===== src/rtl/mem_port_arbiter.sv =====
// mem_port_arbiter: round-robin arbiter and sequencer for the shared data-memory port.
// Define ARB_LOCK_EN to add the req_lock port and bounded back-to-back grant locking.
module mem_port_arbiter #(
  parameter int NUM_REQ      = 4,
  parameter int ADDR_WIDTH   = 16,
  parameter int DATA_WIDTH   = 16,
  parameter int READ_LATENCY = 1,
  parameter int MAX_LOCK     = 8
) (
  input  logic                             clock,
  input  logic                             nreset,
  input  logic [NUM_REQ-1:0]               req,
  input  logic [NUM_REQ*ADDR_WIDTH-1:0]    req_addr,
  input  logic [NUM_REQ-1:0]               req_we,
  input  logic [NUM_REQ*DATA_WIDTH-1:0]    req_wdata,
`ifdef ARB_LOCK_EN
  input  logic [NUM_REQ-1:0]               req_lock,
`endif
  input  logic [DATA_WIDTH-1:0]            mem_rdata,
  output logic [NUM_REQ-1:0]               grant,
  output logic [NUM_REQ-1:0]               ack,
  output logic [DATA_WIDTH-1:0]            rdata,
  output logic [ADDR_WIDTH-1:0]            mem_addr,
  output logic                             mem_we,
  output logic [DATA_WIDTH-1:0]            mem_wdata,
  output logic                             busy
);
  localparam int PW = $clog2(NUM_REQ);
  localparam logic [1:0] LAT_LAST = 2'(READ_LATENCY - 1);

  if (NUM_REQ < 2 || NUM_REQ > 8 || READ_LATENCY < 1 || READ_LATENCY > 4 || MAX_LOCK < 1) begin : g_cfg_err
    $error("mem_port_arbiter: parameter out of range");
  end

  typedef enum logic [1:0] {IDLE, ACCESS, WAIT, DONE} state_t;
  state_t state, next;
  logic [PW-1:0] ptr, own, rr, win, k;
  logic [1:0] lat_cnt;
  logic last;

  assign last = lat_cnt == LAT_LAST;
  assign ack  = state == DONE ? grant : '0;
  assign busy = state != IDLE;

  // Scan from ptr+NUM_REQ down to ptr+1 so the nearest requester after ptr wins.
  always_comb begin
    rr = ptr;
    k  = ptr;
    for (int i = NUM_REQ; i >= 1; i--) begin
      k = PW'((int'(ptr) + i) % NUM_REQ);
      if (req[k]) rr = k;
    end
  end

`ifdef ARB_LOCK_EN
  localparam int CW = $clog2(MAX_LOCK + 1);
  logic [CW-1:0] lock_cnt;
  logic lock_pend, lock_take;

  // lock_cnt counts grants in the current locked run, including the first one.
  assign lock_take = lock_pend && req[ptr];
  assign win = lock_take ? ptr : rr;

  always_ff @(posedge clock)
    if (!nreset) begin
      lock_cnt  <= '0;
      lock_pend <= 1'b0;
    end else begin
      lock_pend <= state == DONE && req_lock[own] && lock_cnt < CW'(MAX_LOCK);
      if (state == IDLE && |req) lock_cnt <= lock_take ? lock_cnt + 1'b1 : CW'(1);
    end
`else
  assign win = rr;
`endif

  always_comb
    next = state == IDLE   ? (|req ? ACCESS : IDLE) :
           state == ACCESS ? (mem_we ? DONE : WAIT) :
           state == WAIT   ? (last ? DONE : WAIT) : IDLE;

  always_ff @(posedge clock)
    if (!nreset) begin
      state     <= IDLE;
      grant     <= '0;
      rdata     <= '0;
      mem_addr  <= '0;
      mem_we    <= 1'b0;
      mem_wdata <= '0;
      ptr       <= PW'(NUM_REQ - 1);
      own       <= '0;
      lat_cnt   <= '0;
    end else begin
      state <= next;
      if (state == IDLE && |req) begin
        grant     <= NUM_REQ'(1) << win;
        own       <= win;
        mem_addr  <= req_addr[win*ADDR_WIDTH +: ADDR_WIDTH];
        mem_wdata <= req_wdata[win*DATA_WIDTH +: DATA_WIDTH];
        mem_we    <= req_we[win];
      end
      if (state == ACCESS) begin
        mem_we  <= 1'b0;
        lat_cnt <= '0;
      end
      if (state == WAIT) begin
        lat_cnt <= lat_cnt + 1'b1;
        if (last) rdata <= mem_rdata;
      end
      if (state == DONE) begin
        ptr   <= own;
        grant <= '0;
      end
    end
endmodule

===== config.mk =====
export PLATFORM = sky130hd
export DESIGN_NAME = mem_port_arbiter
export DESIGN_NICKNAME = d
export VERILOG_FILES = /design/src/rtl/mem_port_arbiter.sv
export SDC_FILE = /design/constraint.sdc
export NUM_CORES = 1
export LEC_CHECK = 0
export CORE_ASPECT_RATIO = 1.75
export CORE_UTILIZATION = 34
export CTS_CLUSTER_SIZE = 16
export DETAILED_ROUTE_END_ITERATION = 6
export GPL_TIMING_DRIVEN = 0
export MAX_ROUTING_LAYER = met4
export PLACE_DENSITY = 0.77
export SLEW_MARGIN = 20
export SYNTH_ARGS = -nofsm -noshare
export SYNTH_HDL_FRONTEND = slang
export SYNTH_SLANG_ARGS = --single-unit

===== constraint.sdc =====
create_clock -name clock -period 1.7 [get_ports clock]
set_input_delay 0.17 -clock clock [delete_from_list [all_inputs] [get_ports clock]]
set_output_delay 0.17 -clock clock [all_outputs]
set_load 0.03 [all_outputs]

* Word level (Yosys, flattened, before mapping)
Index checks and enable logic that the tools add are counted.
Storage, ports and cells: register bits 61
Operators by class: order comparisons 5, add/subtract/negate cells 5, reduce and logical (&&, ||, !) cells 9, shifts and indexed selects 3, muxes and demuxes 23, bitwise operators 1, equal/unequal tests 3
Operators by type and width (number):
- 64-bit by 7-bit variable part select with 16-bit output | 2
- 2-bit 2-to-1 mux | 9
- 2-bit by 3-bit less-than comparator with 1-bit output (second input constant) | 5
- 1-bit binary-select mux with 2-bit select | 5
- 1-bit 2-to-1 mux | 8
- 2-bit by 1-bit adder with 2-bit output (second input constant) | 3
- 2-bit adder (second input constant) | 2
- 2-bit equality test (second input constant) | 2
- 2-bit zero test | 2
- 4-bit 2-to-1 mux | 1
- 2-bit nonzero test | 2
- 2-bit OR reduction | 2
- 4-bit OR reduction | 1
- 1-bit by 2-bit left shift with 4-bit output (first input constant) | 1
- 2-bit by 1-bit equality test with 1-bit output (second input constant) | 1
- 2-bit AND reduction | 1
- 1-bit logical AND | 1
- 1-bit inverter | 1

* Longest topological paths before layout
word-level depth 9, mapped depth 8

* Worst setup path before layout
OpenSTA, ideal clock, no wires.
path type reg2reg, from register state[0], to register state[0], slack 0.074 ns, data required time 1.585 ns, path buffers 1, arrival 1.511 ns, library setup time 0.115 ns, cell stages (with the launch flop) 8, period minus slack after synthesis 1.626 ns, path through dfxtp_1 -> inv_1 -> ha_1 -> inv_1 -> a21o_1 -> clkbuf_1 -> o21ai_0 -> and2_1
On the way: longest elaborated chain between the ends 4
Ends and longest elaborated chain:
- from (decl) | RTL line 36 | state_t state, next;
- from (signal assigned) | RTL line 93 | state <= next;
- 2-bit equality test | RTL line 79 | state == WAIT ? (last ? DONE : WAIT) : IDLE;
- 2-bit 2-to-1 mux | RTL line 79
- 2-bit 2-to-1 mux | RTL line 78 | state == ACCESS ? (mem_we ? DONE : WAIT) :
- 2-bit 2-to-1 mux (*) | RTL line 77 | next = state == IDLE ? (|req ? ACCESS : IDLE) :
Every way passes the cells marked *; elsewhere a longest branch is shown, timed or not. A chain may end at the register's enable or synchronous reset.

* Worst setup path in the final report
from register ptr[1], to register mem_wdata[3]
On the way: longest elaborated chain between the ends 8
Ends and longest elaborated chain:
- from (decl) | RTL line 37 | logic [PW-1:0] ptr, own, rr, win, k;
- from (signal assigned) | RTL line 89 | ptr <= PW'(NUM_REQ - 1);
- from (signal assigned) | RTL line 110 | ptr <= own;
- 2-bit by 1-bit adder with 2-bit output | RTL line 50 | k = PW'((int'(ptr) + i) % NUM_REQ);
- 1-bit binary-select mux with 2-bit select | RTL line 51 | if (req[k]) rr = k;
- 1-bit 2-to-1 mux (implied by the code) | RTL line 51
- 2-bit 2-to-1 mux (3 in a row) | RTL line 51
- 2-bit 2-to-1 mux (*) | RTL line 51
- 64-bit by 7-bit variable part select with 16-bit output (*) | RTL line 98 | mem_wdata <= req_wdata[win*DATA_WIDTH +: DATA_WIDTH];
- to (signal assigned) | RTL line 98
- to (decl) | RTL line 25 | output logic [DATA_WIDTH-1:0] mem_wdata,
Every way passes the cells marked *; elsewhere a longest branch is shown, timed or not. The select of a mux whose other input is x is not followed.

==> results.md <==
* Run status: complete, but fails checks
* Failing checks: negative setup slack
* Cts hold-fix bufs at 0
* Top Layer Used: met4
* CP Data Arrival Time at 1.99 ns
* FF/Latch Area at 0.00123 mm^2
* Hold path start: mem_rdata[12]
* Slowest stage delay, CP at 0.42 ns
* Sequential share of the synthesized area at 34.2%
* Yosys Warn Count at 0
* Post-Layout Cell Count at 814
* Worst vdd ir at between 0.7 and 0.8 mV
* Wirelength per Cell at between 15 and 20 um
* Bufs and invs on worst path at 3
* Final period util at 105%
* Slowest cell on crit path: dfxtp_4
* Gpl congestion at 0.855
* Yosys reg bits at 61
* MaxCap Viol Count at 0
* Cell Pwr Density at 813 mW/mm^2
* Yosys top cell by area: dfxtp_1
* H-tree levels at 3
* Synthesized area at 0.00357 mm^2
* Clk buf depth at 2
* WP depth at 7
* Final hold viol count at 0
* Clk_lat worst skew at 0.33 ns
* # clock sinks at 61
* Min Tclk post-route at 1.78 ns
* Share of cells above drive strength 1 at 19.8%
* Global-route wire length before repair at 21400 um
* Syn avg cell area at 8.06 um^2
* Worst Hold Class: input pin to flop
* Wire length on met2 at just under 8000 um
* Syn_nets at 602
* Multi-input combinational cell area at 0.00255 mm^2
* Setup WS post-layout at -0.0806 ns
* Vias in the first global route at 4541
* Initial DRC count at 164
* Metal3 WL at slightly below 900 um
* Leakage power at 0.00250 uW
* Worst reg2reg startpoint: ptr[1]$_SDFFE_PN1P_
* Crit Path Max Fanout at 8
* # rows at 49
* Total track usage at 26.0%
* Crit path launch: ptr[1]$_SDFFE_PN1P_
* Routed metal-1 wirelength at between 5000 and 6000 um
* Worst reg2reg path depth at 7
* Relative slew slack at 66.6%
* Hold path cells at 3
* RSZ-0062 raised after global routing: true
* Filler cell count at 815
* Core ar. at 0.0102 mm^2
* Top delay family on crit path: compound AO/OA/AOI/OAI gates
* DRT Pass-1 Iters at 5
* Largest net degree at the start of global routing at 13
* TritonCTS Buffers at 9
* Synth area leaders: dfxtp_1 (34%), a221oi_1 (8.1%), and4_1 (7.8%), o31a_1 (7.8%), o21ai_0 (5.6%)
* Number of remaining DRC errors at 0
* CTS tree: built
* F_max at 562 MHz
* Die area at 0.0109 mm^2
* Buffers on Ports at ~210
* Fin. max-slew vios at 0
* Setup CP Type: flop to flop
* Initial core utilization at a little over a third
* CP Cell Sequence: buf_8 > inv_2 > a32oi_2 > o21ai_4 > buf_8 > a221oi_2 > a21oi_1
* Clock transition at path regs at ~0.060 ns
* Cell area after layout at 0.00689 mm^2
* Area Overhead vs Synth at 92.8%
* Worst EP required at 1.91 ns
* Antenna Nets Post-Route at 0
* Final setup viols at 29
* Root Driver: clkbuf_16
* Remaining Overflow, GRT at 0
* Dpl cell area at 0.00584 mm^2
* Post-Route WL at 15100 um
* Net count, final at 840
* Die height at 138 um
* Crit end category: flop
* Cell count after synthesis at 443
* Via-per-instance ratio at between 5 and 6
* Dpl hpwl at approximately 11000 um
* Top-area cell type share of the netlist area at 34.2%
* Die X at 79.5 um
* Slew at the pin closest to its max-slew limit at 0.498 ns
* Yosys cell types at 35
* Antenna violations before repair at 1
* Placed Cells at 781
* Io pins at 212
* Critical path launch point type: flop
* Worst path most repeated cell: buf_8
* Final Skew at 0.00707 ns
* Via Count at ~4.6k
[through the flow]
stage	TNS (ns)	setup WS (ns)	power, uW	util (%)	hold slack, ns
global placement	-15.76	-0.471	3310	57.1	0.451
detailed placement	-18.86	-0.556	3340	57.1	0.465
CTS	-0.243	-0.0374	5410	62.2	0.395
finish	-1.04	-0.0806	5600	67.3	0.402
floorplan	0	0.0741	2510	-	0.315
global route	-2.57	-0.153	5810	67.3	0.414
[Yosys cell counts]
cell      count
a21boi_0     17
a21o_1        4
a21oi_1      39
a21oi_2       1
a221oi_1     33
a221oi_4      1
a311oi_1      1
a31oi_1       1
a32oi_1       1
and2_1        8
and3_1        2
and4_1       32
buf_2        22
clkbuf_1     26
dfxtp_1      61
ha_1          5
inv_1         6
inv_2         1
mux2i_1       2
nand2_1      39
nand2b_1      4
nand3_1       6
nand3b_1      1
nand4_1       1
nor2_1       12
nor2b_1       4
nor3_1        4
nor3b_1       1
nor4bb_1      1
o21ai_0      40
o21ai_1      31
o21ai_2       2
o21bai_1      1
o31a_1       32
o31ai_1       1
[path summary, 6_finish.rpt]
| kind | end | slack (ns) |
|---|---|---|
| setup / recovery | mem_wdata[3]$_SDFFE_PN0P_ | -0.08 |
| hold / removal | rdata[12]$_SDFFE_PN0P_ | 0.40 |
| hold reg to reg | rdata[9]$_SDFFE_PN0P_ | 0.47 |
| setup reg to reg | mem_wdata[3]$_SDFFE_PN0P_ | -0.08 |
[per-layer routing]
metal | vias to the layer above | global-route usage (%)
li1 | 2172 | -
met1 | 2168 | 26.1
met2 | 224 | 46.3
met3 | 70 | 4.77
met4 | 0 | 14.6
met5 | - | -
[cell type report]
cell class              count  area share, %
flip-flops and latches     61           17.8
repair buffers            229           33.3
clock inverters             7           1.45
diodes                      1         0.0363
plain buffers              46           4.38
inverters                   7          0.382
clock buffers               9           3.27
multi-input cells         327           37.1
well taps                 127           2.31
[worst min-delay path, delay by kind of cell]
kind	cells	cell delay [ns]
buf+inv	1	0.40
compound gates	1	0.06
simple gates	1	0.05
[cell families (layout without fill, tap and decap cells)]
family | count (synthesis) | after routing | share of synthesized area [%]
flip-flops | 61 | 61 | 34.2
buffers and inverters | 55 | 298 | 6.55
AND/OR/NAND/NOR | 115 | 115 | 18.6
multiplexers | 2 | 2 | 0.560
adder cells (fa/ha/maj) | 5 | 5 | 1.75
other | 0 | 1 | 0
AO/OA/AOI/OAI | 205 | 205 | 38.3
[flip-flops by register name, indices dropped and copies added, names as in the netlist]
name and flops:
grant 4, mem_we 1, mem_wdata 16, ptr 2
mem_addr 16, rdata 16, lat_cnt 2, own 2
state 2
[power by group]
group          total, uW  internal (uW)  leakage [uW]  switching, uW
sequential          1650           1570      0.000501           79.5
clock               1980           1290      0.000148            698
combinational       1960            957       0.00185           1000
[what timing repair did]
action                                  in CTS  in global routing
buffers inserted                             3                 10
cloned                                       0                  5
gates resized for setup                     52                105
pin swaps                                    4                 39
endpoints found under the setup margin      49                 55
[cells in the final DEF (no fill, tap or decap), types with 17 or more instances in the layout]
| cell | n |
|---|---|
| a21oi_1 | 33 |
| o21ai_0 | 40 |
| clkdlybuf4s50_1 | 202 |
| nand2_1 | 38 |
| o31a_1 | 32 |
| a221oi_2 | 20 |
| dfxtp_1 | 59 |
| buf_4 | 19 |
| and4_1 | 32 |
| o21ai_1 | 27 |
| a21boi_0 | 17 |
Power figures use the tool's default switching activity.
